--- src/rtl/coin_pkg.sv ---
// Shared definitions for the coin front-end and the vending controller.
//   MONEY_W    : width of the money code
//   MONEY_NONE : no coin (also the idle value of the money bus)
//   MONEY_HALF : 0.5 yuan
//   MONEY_ONE  : 1 yuan
package coin_pkg;

  localparam int MONEY_W = 2;

  typedef enum logic [MONEY_W-1:0] {
    MONEY_NONE = 2'b00,
    MONEY_HALF = 2'b01,
    MONEY_ONE  = 2'b10
  } money_e;

endpackage

--- src/rtl/coin_input_conditioner_key_debounce.sv ---
// key_debounce: two-flop synchroniser plus counter debouncer for one raw button.
//   clk       in  system clock
//   clr       in  synchronous active-high reset
//   key_raw   in  asynchronous raw button level, active-high
//   key_level out debounced button level
//   key_press out one-cycle pulse on each 0->1 change of key_level
// A button still held when reset is released does not produce a press.
// Presses are re-armed only after the synchronised input has been seen low
// and the debounced level is back at 0.
module key_debounce #(
  parameter int DB_CYCLES = 1_000_000,
  parameter int DB_W      = 20
) (
  input  logic clk,
  input  logic clr,
  input  logic key_raw,
  output logic key_level,
  output logic key_press
);

  localparam logic [DB_W-1:0] CNT_LAST = DB_W'(DB_CYCLES - 1);

  logic            sync1_q, sync1_d;
  logic            sync2_q, sync2_d;
  logic [DB_W-1:0] cnt_q, cnt_d;
  logic            level_q, level_d;
  logic            press_q, press_d;
  logic            prime1_q, prime1_d;
  logic            prime2_q, prime2_d;
  logic            block_q, block_d;

  always_comb begin
    sync1_d  = key_raw;
    sync2_d  = sync1_q;
    // prime2 marks that sync2 now reflects a post-reset sample of the button.
    prime1_d = 1'b1;
    prime2_d = prime1_q;
    cnt_d    = '0;
    level_d  = level_q;
    press_d  = 1'b0;
    block_d  = block_q;

    if (sync2_q != level_q) begin
      if (cnt_q == CNT_LAST) begin
        level_d = ~level_q;
        press_d = ~level_q & ~block_q;
      end else begin
        cnt_d = cnt_q + 1'b1;
      end
    end

    if (block_q && prime2_q && !sync2_q && !level_q) begin
      block_d = 1'b0;
    end
  end

  always_ff @(posedge clk) begin
    if (clr) begin
      sync1_q  <= 1'b0;
      sync2_q  <= 1'b0;
      cnt_q    <= '0;
      level_q  <= 1'b0;
      press_q  <= 1'b0;
      prime1_q <= 1'b0;
      prime2_q <= 1'b0;
      block_q  <= 1'b1;
    end else begin
      sync1_q  <= sync1_d;
      sync2_q  <= sync2_d;
      cnt_q    <= cnt_d;
      level_q  <= level_d;
      press_q  <= press_d;
      prime1_q <= prime1_d;
      prime2_q <= prime2_d;
      block_q  <= block_d;
    end
  end

  assign key_level = level_q;
  assign key_press = press_q;

endmodule

--- src/rtl/coin_input_conditioner.sv ---
// coin_input_conditioner: debounces the two raw coin buttons, arbitrates their
// press events through a one-entry skid register and queues them in a FIFO that
// is presented to the vending controller as a money code with valid/ready.
//   clk         in  system clock
//   clr         in  synchronous active-high reset
//   hfyen       in  raw 0.5-yuan button (async)
//   oneyen      in  raw 1-yuan button (async)
//   money_ready in  consumer takes the head entry this cycle
//   money_valid out FIFO head valid
//   money       out money code (MONEY_NONE when not valid)
//   fifo_full   out FIFO holds DEPTH entries
//   dropped     out one-cycle pulse, a coin was lost to a full FIFO
//   tally       out accepted value in half-yuan units, saturating at 255
//                   (present only when COIN_TALLY_EN is defined)
// Optional feature macro: COIN_TALLY_EN.
module coin_input_conditioner
  import coin_pkg::*;
#(
  parameter int DB_CYCLES = 1_000_000,
  parameter int DB_W      = 20,
  parameter int DEPTH     = 4
) (
  input  logic               clk,
  input  logic               clr,
  input  logic               hfyen,
  input  logic               oneyen,
  input  logic               money_ready,
  output logic               money_valid,
  output logic [MONEY_W-1:0] money,
  output logic               fifo_full,
  output logic               dropped
`ifdef COIN_TALLY_EN
  ,
  output logic [7:0]         tally
`endif
);

  localparam int AW = $clog2(DEPTH);

  logic half_level, half_press, one_level, one_press;
  logic half_ev, one_ev;

  key_debounce #(.DB_CYCLES(DB_CYCLES), .DB_W(DB_W)) u_db_half (
    .clk       (clk),
    .clr       (clr),
    .key_raw   (hfyen),
    .key_level (half_level),
    .key_press (half_press)
  );

  key_debounce #(.DB_CYCLES(DB_CYCLES), .DB_W(DB_W)) u_db_one (
    .clk       (clk),
    .clr       (clr),
    .key_raw   (oneyen),
    .key_level (one_level),
    .key_press (one_press)
  );

  // A press pulse always coincides with the debounced level being high.
  assign half_ev = half_press & half_level;
  assign one_ev  = one_press & one_level;

  logic               skid_vld_q, skid_vld_d;
  logic [MONEY_W-1:0] skid_code_q, skid_code_d;
  logic               push_req;
  logic [MONEY_W-1:0] push_code;

  // The skid entry goes first. A button cannot press again in the cycle right
  // after its own press, so while the skid is occupied at most one new event
  // can arrive, and it takes the skid slot for the following cycle.
  always_comb begin
    push_req    = 1'b0;
    push_code   = MONEY_NONE;
    skid_vld_d  = 1'b0;
    skid_code_d = skid_code_q;
    if (skid_vld_q) begin
      push_req  = 1'b1;
      push_code = skid_code_q;
      if (half_ev) begin
        skid_vld_d  = 1'b1;
        skid_code_d = MONEY_HALF;
      end else if (one_ev) begin
        skid_vld_d  = 1'b1;
        skid_code_d = MONEY_ONE;
      end
    end else if (half_ev) begin
      push_req  = 1'b1;
      push_code = MONEY_HALF;
      if (one_ev) begin
        skid_vld_d  = 1'b1;
        skid_code_d = MONEY_ONE;
      end
    end else if (one_ev) begin
      push_req  = 1'b1;
      push_code = MONEY_ONE;
    end
  end

  logic [AW:0]        wptr_q, wptr_d, rptr_q, rptr_d;
  logic [MONEY_W-1:0] mem_q [DEPTH];
  logic               dropped_q, dropped_d;
  logic               empty, full, pop, push_ok;

  // Pointers carry one extra wrap bit: equal pointers mean empty, equal index
  // with differing wrap bits means full.
  always_comb begin
    empty     = (wptr_q == rptr_q);
    full      = (wptr_q[AW] != rptr_q[AW]) && (wptr_q[AW-1:0] == rptr_q[AW-1:0]);
    pop       = ~empty & money_ready;
    push_ok   = push_req & (~full | pop);
    dropped_d = push_req & full & ~pop;
    wptr_d    = wptr_q + {{AW{1'b0}}, push_ok};
    rptr_d    = rptr_q + {{AW{1'b0}}, pop};
  end

  always_ff @(posedge clk) begin
    if (clr) begin
      wptr_q      <= '0;
      rptr_q      <= '0;
      skid_vld_q  <= 1'b0;
      skid_code_q <= MONEY_NONE;
      dropped_q   <= 1'b0;
    end else begin
      wptr_q      <= wptr_d;
      rptr_q      <= rptr_d;
      skid_vld_q  <= skid_vld_d;
      skid_code_q <= skid_code_d;
      dropped_q   <= dropped_d;
    end
  end

  // When full with a simultaneous pop, the write slot is the one being read;
  // the head is consumed this cycle and overwritten at the edge.
  always_ff @(posedge clk) begin
    if (push_ok) begin
      mem_q[wptr_q[AW-1:0]] <= push_code;
    end
  end

  assign money_valid = ~empty;
  assign money       = empty ? MONEY_NONE : mem_q[rptr_q[AW-1:0]];
  assign fifo_full   = full;
  assign dropped     = dropped_q;

`ifdef COIN_TALLY_EN
  logic [7:0] tally_q, tally_d;

  function automatic logic [7:0] sat_add8(input logic [7:0] acc, input logic [1:0] inc);
    logic [8:0] sum;
    sum = {1'b0, acc} + {7'b0, inc};
    return sum[8] ? 8'hFF : sum[7:0];
  endfunction

  always_comb begin
    tally_d = tally_q;
    if (push_ok) begin
      tally_d = sat_add8(tally_q, (push_code == MONEY_ONE) ? 2'd2 : 2'd1);
    end
  end

  always_ff @(posedge clk) begin
    if (clr) begin
      tally_q <= '0;
    end else begin
      tally_q <= tally_d;
    end
  end

  assign tally = tally_q;
`endif

endmodule

--- config.mk ---
export PLATFORM = sky130hd
export DESIGN_NAME = coin_input_conditioner
export DESIGN_NICKNAME = d
export VERILOG_FILES = /design/src/rtl/coin_pkg.sv /design/src/rtl/coin_input_conditioner_key_debounce.sv /design/src/rtl/coin_input_conditioner.sv
export SDC_FILE = /design/constraint.sdc
export NUM_CORES = 1
export LEC_CHECK = 0
export ABC_AREA = 1
export CAP_MARGIN = 30
export CORE_MARGIN = 2
export CORE_UTILIZATION = 61
export CTS_BUF_LIST = sky130_fd_sc_hd__clkbuf_16
export CTS_CLUSTER_DIAMETER = 150
export DETAILED_ROUTE_END_ITERATION = 10
export PLACE_DENSITY = 0.79
export SLEW_MARGIN = 20
export SYNTH_ARGS = -nofsm -noshare
export SYNTH_HDL_FRONTEND = slang
export SYNTH_SLANG_ARGS = --single-unit
--- constraint.sdc ---
create_clock -name clk -period 1.85 [get_ports clk]
set_input_delay 0.2775 -clock clk [delete_from_list [all_inputs] [get_ports clk]]
set_output_delay 0.2775 -clock clk [all_outputs]
set_load 0.05 [all_outputs]
After elaboration in Yosys (flattened, before gate mapping)
Memory sizes are Yosys's and may differ from the RTL's. A register that Yosys moved wholly into a read port is not among the register bits. Index checks and enable logic that the tools add are counted.

Flip-flop bits (word level): 62. Memory bits (writable): 8. Input port bits: 5. Logic and storage cells: 86. Memories kept: 1.

Memory list: mem_q (depth 4, width 2, read ports 1, clocked after Yosys merged registers in 1, wr ports 1, RTL line coin_input_conditioner.sv:100) `logic [MONEY_W-1:0] mem_q [DEPTH];`.

Add/sub/neg operators: 4. Eq/ne operators: 7. Multiplexer cells: 17. Bitwise operators: 20. Reductions and logical operators: 18.

Operators by type and width (count): $add 20x1->20 const B (2); $eq 20x20->1 const B (2); $mux 2 (9); $reduce_or 3->1 (4); $not 1->1 (11); $and 1x1->1 (8); $mux 1 (8); $logic_and 1x1->1 (7); $add 3x1->3 (2); $logic_not 1->1 (4); $reduce_and 2->1 (2); $eq 3x3->1 (1); $ne 1x1->1 (3); $eq 2x2->1 (1); $reduce_bool 2->1 (1); $or 1x1->1 (1).

Depth between registers and ports, before layout
Gate-level depths: netlist (run 1).

Depth in word-level cells: 7. Gate-level depth with buffers: 11. Mapped depth without buffers: 11.

By module
Synthesis (run 1) repeated with hierarchy kept, for this count alone.

Cells, all modules: 457. Area, all modules: 3455.8 um2.

Modules (own cells, without submodules): key_debounce (times used 2, cells an instance 178, area each 1303.8 um2, sequential area each 540.5 um2); coin_input_conditioner (times used 1, cells an instance 101, area each 848.3 um2, sequential area each 440.4 um2).

Worst setup path after synthesis (run 1)
No wires, ideal clock.

Path type: flip-flop to flip-flop. Start point: register rptr_q[0]. End point: register wptr_q[2]. Arrival time: 2200 ps. Required time: 1722 ps. Path slack: -477 ps. Cell stages (with the launch flop): 12. Cell sequence: dfxtp_1 > inv_1 > nand2_1 > nand4_1 > nor2_1 > nand2_1 > nand2_1 > inv_1 > ha_1 > ha_1 > xnor2_1 > nor2_1.

Cells in the longest elaborated chain, start to end: 6. Elaborated cells on any way between the ends: 9.

Ends and longest elaborated chain: start: declaration (RTL line coin_input_conditioner.sv:99) `logic [AW:0] wptr_q, wptr_d, rptr_q, rptr_d;`; start signal: assignment (RTL line coin_input_conditioner.sv:125) `rptr_q <= rptr_d;`; $eq 2x2->1 (RTL line coin_input_conditioner.sv:108) `full = (wptr_q[AW] != rptr_q[AW]) && (wptr_q[AW-1:0] == rptr_q[AW-1:0]);`; $logic_and 1x1->1 (RTL line coin_input_conditioner.sv:108); net fifo_full (RTL line coin_input_conditioner.sv:30) `output logic fifo_full,`; $not 1->1 (RTL line coin_input_conditioner.sv:110) `push_ok = push_req & (~full | pop);`; $or 1x1->1 (RTL line coin_input_conditioner.sv:110); $and 1x1->1 (RTL line coin_input_conditioner.sv:110); $add 3x1->3 (RTL line coin_input_conditioner.sv:112) `wptr_d = wptr_q + {{AW{1'b0}}, push_ok};`; end signal: assignment (RTL line coin_input_conditioner.sv:124) `wptr_q <= wptr_d;`; end: declaration (RTL line coin_input_conditioner.sv:99).

The timed path passes the listed nets, and every way through them passes these cells. A chain may end at the register's enable or synchronous reset.

Final worst setup path (run 1)
Start point: register wptr_q[1]. End point: output port money[0].

Cells in the longest elaborated chain, start to end: 2.

Ends and longest elaborated chain: $eq 3x3->1 (RTL line coin_input_conditioner.sv:107) `empty = (wptr_q == rptr_q);`; $mux 2 (RTL line coin_input_conditioner.sv:141) `assign money = empty ? MONEY_NONE : mem_q[rptr_q[AW-1:0]];`; end: declaration (RTL line coin_input_conditioner.sv:29) `output logic [MONEY_W-1:0] money,`.

Every way passes these cells.

==> results.cfg, run 1 <==
[run_status]
outcome = finished, final reports clean

[global_routing]
antenna_found_initial = 0
grt_pass1_wl_mm = 10.9
grt_max_degree = 21
grt_usage = 0.230
grt_pass1_vias = 2555
grt_overflow = 0

[worst_setup_path]
cp.arrival_ns = 1.48
path_cells = inv_1 > nand2_1 > nand4_1 > nand2b_4 > nand2_1 > inv_1 > buf_4
path_delay_family = simple AND/OR/NAND/NOR gates
path_buf_inv = 3
cp_slowest_cell = dfxtp_2
critPathLaunchType = flop
cp.required_ns = 1.57
cp_slowest_stage_delay_ns = 0.36
r2r_slack_ns = 0.15
reg2reg_depth = 11
critPathKind = flop to output port
cp-end-kind = output port
r2r-end = wptr_q[1]
worstPathMaxFanout = 5
worstReg2RegStart = wptr_q[1]

[sta]
hold_slack_ns = 0.408
relSlewSlack = 0.676
rsz0062_at_grt = false
finalCriticalPeriod_ns = 1.76
final-hold-violation-count = 0
max_freq_ghz = 0.568
drv_slew = 0
worst_slew_pin_slew_ns = 0.484
fin_crit_sh = 0.951
setup_viol = 0
fin_skew_ns = 0.00623
finalSetupTns_ns = 0

[logic_synthesis]
syn_avg_cell_area_um2 = 7.82
synth_seq_cells = 70
ys_seq_area_frac = 0.450
yosysWarnings = 0
syn-instance-count = 421
synth_cell_types = 35
synth_nets = 432
syn-cell-area_mm2 = 0.00329

[die]
initial_core_util = 0.636
pin_count = 10
coreArea_mm2 = 0.00517
die_area_mm2 = 0.00600
num_rows = 26
die_h_um = 77.5
die_w_um = 77.5

[drt]
num_vias = 2613
avgViaCountPerCell = 5.10
wl_mm = 6.32
ant_nets = 0
first_pass_iters = 4
drtIter0Drc = 140
drc = 0
wl_per_cell_um = 12.3

[cells_and_area]
final_core_util = 0.741
layout.nets = 448
layout_commonest_cell = nor2_1
antenna_cells = 0
final_cell_mix = 88 x nor2_1, 83 x nand2_1, 58 x dfxtp_1, 45 x inv_1
drive_above_1_share = 0.127
area_growth_pct = 16.5

[clock_tree]
clkTransAtPathRegs_ns = 0.06
htree_levels = 3
clk_path_buf_depth = 2
clkSinkCount = 70
cts_tree = yes
cts_hold_buf = 0
cts_root_buffer = clkbuf_16
insertion_delay_ns = 0.33
numCtsBuffers = 9

[place]
io_buffers = 9
hpwl_mm = 4.40
gp_congestion = 0.870

[pwr]
peakVddDrop_uv = 663
power_leakage_nw = 1.38
totalPowerFinal_mw = 3.51
power_density_mw_per_mm2 = 916

[job]
maxCapViolCount = 0

[min_path]
hold_end = u_db_half.prime2_q
whs_path_depth = 2
hold_path_startpoint = u_db_half.prime1_q
min_path_type = flop to flop
-- worst register-to-register path: cells and delay by family (launching register included) --
family / cells / cell delay, ns
AND/OR/NAND/NOR: 6 / 0.59
adder cells (fa/ha/maj): 2 / 0.45
flip-flops: 1 / 0.36
buffers and inverters: 3 / 0.19
-- stage by stage --
step | std cells | cell area [um2] | setup slack [ns]
after detailed placement | 496 | 3470 | 0.0403
after global placement | 496 | 3470 | 0.153
after global routing | 512 | 3830 | 0.00160
final | 512 | 3830 | 0.0908
after floorplan | 421 | 3310 | 0.00342
after CTS | 512 | 3820 | 0.0226
-- state kept, by name (all words and copies together), names as in the netlist, 2 cells and up --
name / cells
wptr_q: 3
mem_q: 8
rptr_q: 3
u_db_one.cnt_q: 20
u_db_half.cnt_q: 20
skid_code_q: 2
-- area by class of cell --
cell class              count  area (um2)
clock buffers              10         250
clock inverters             6        90.1
fillers                   375        1340
inverters                  46         173
multi-input cells         299        1620
flip-flops and latches     70        1490
well taps                  70        87.6
repair buffers             11         120
-- layer usage --
metal | routed length [um] | up-vias | global-route usage | part of all wire
met3 | 213 | 10 | 0.0814 | 0.034
met2 | 3330 | 42 | 0.423 | 0.53
met5 | 0 | - | 0 | 0
met4 | 84 | 0 | 0.0750 | 0.013
met1 | 2700 | 1195 | 0.243 | 0.43
li1 | - | 1366 | - | -
-- synth_stat cells (all sizes together) --
master	n	share of area
inv	46	0.052
a31oi	2	0.0038
nand3b	9	0.024
a21oi	19	0.033
or2	4	0.0076
nand4	10	0.019
a32o	1	0.0030
xnor2	9	0.024
xor2	15	0.040
nand3	15	0.033
nor3	11	0.020
edfxtp	8	0.073
dfxtp	62	0.38
o21ai	8	0.012
nand2	89	0.11
nand2b	1	0.0019
nor2	98	0.13
buf	6	0.013
o22ai	2	0.0038
ha	6	0.023
-- worst max-delay path by stage --
stage | start | endpoint | slack (ns) | depth (start not counted)
CTS | rptr_q[0] | money[1] | 0.02 | 7
global route | wptr_q[1] | money[1] | 0.002 | 7
floorplan | wptr_q[0] | wptr_q[2] | 0.003 | 11
finish | wptr_q[1] | money[0] | 0.09 | 7
global placement | rptr_q[0] | wptr_q[2] | 0.15 | 11
detailed placement | rptr_q[0] | wptr_q[1] | 0.04 | 11
-- logic make-up after synthesis --
family          synth area share
simple gates               0.342
flops                      0.450
buf+inv                   0.0654
compound gates            0.0563
xor+xnor                  0.0639
fa+ha+maj                 0.0228
-- power by group --
group          total [mW]  internal (mW)  switching, mW
sequential           1.54           1.54        0.00633
clock                1.93           1.27          0.657
combinational      0.0431         0.0177         0.0255
-- timing repair --
action / in CTS / in global routing
pin swaps: 0 / 2
gates resized for setup: 1 / 8
buffers inserted: 0 / 0
endpoints found under the setup margin: 2 / 5
Note: power is estimated with default switching activity, not from simulation.
==> run 2, diff against run 1 <==
--- a/config.mk
+++ b/config.mk
@@ -13,6 +13,7 @@
 export CTS_CLUSTER_DIAMETER = 150
 export DETAILED_ROUTE_END_ITERATION = 10
 export PLACE_DENSITY = 0.79
+export SKIP_LAST_GASP = 1
 export SLEW_MARGIN = 20
 export SYNTH_ARGS = -nofsm -noshare
 export SYNTH_HDL_FRONTEND = slang
==> results of run 2 <==
No change in the layout: final DEF, timing and power equal those of run 1.
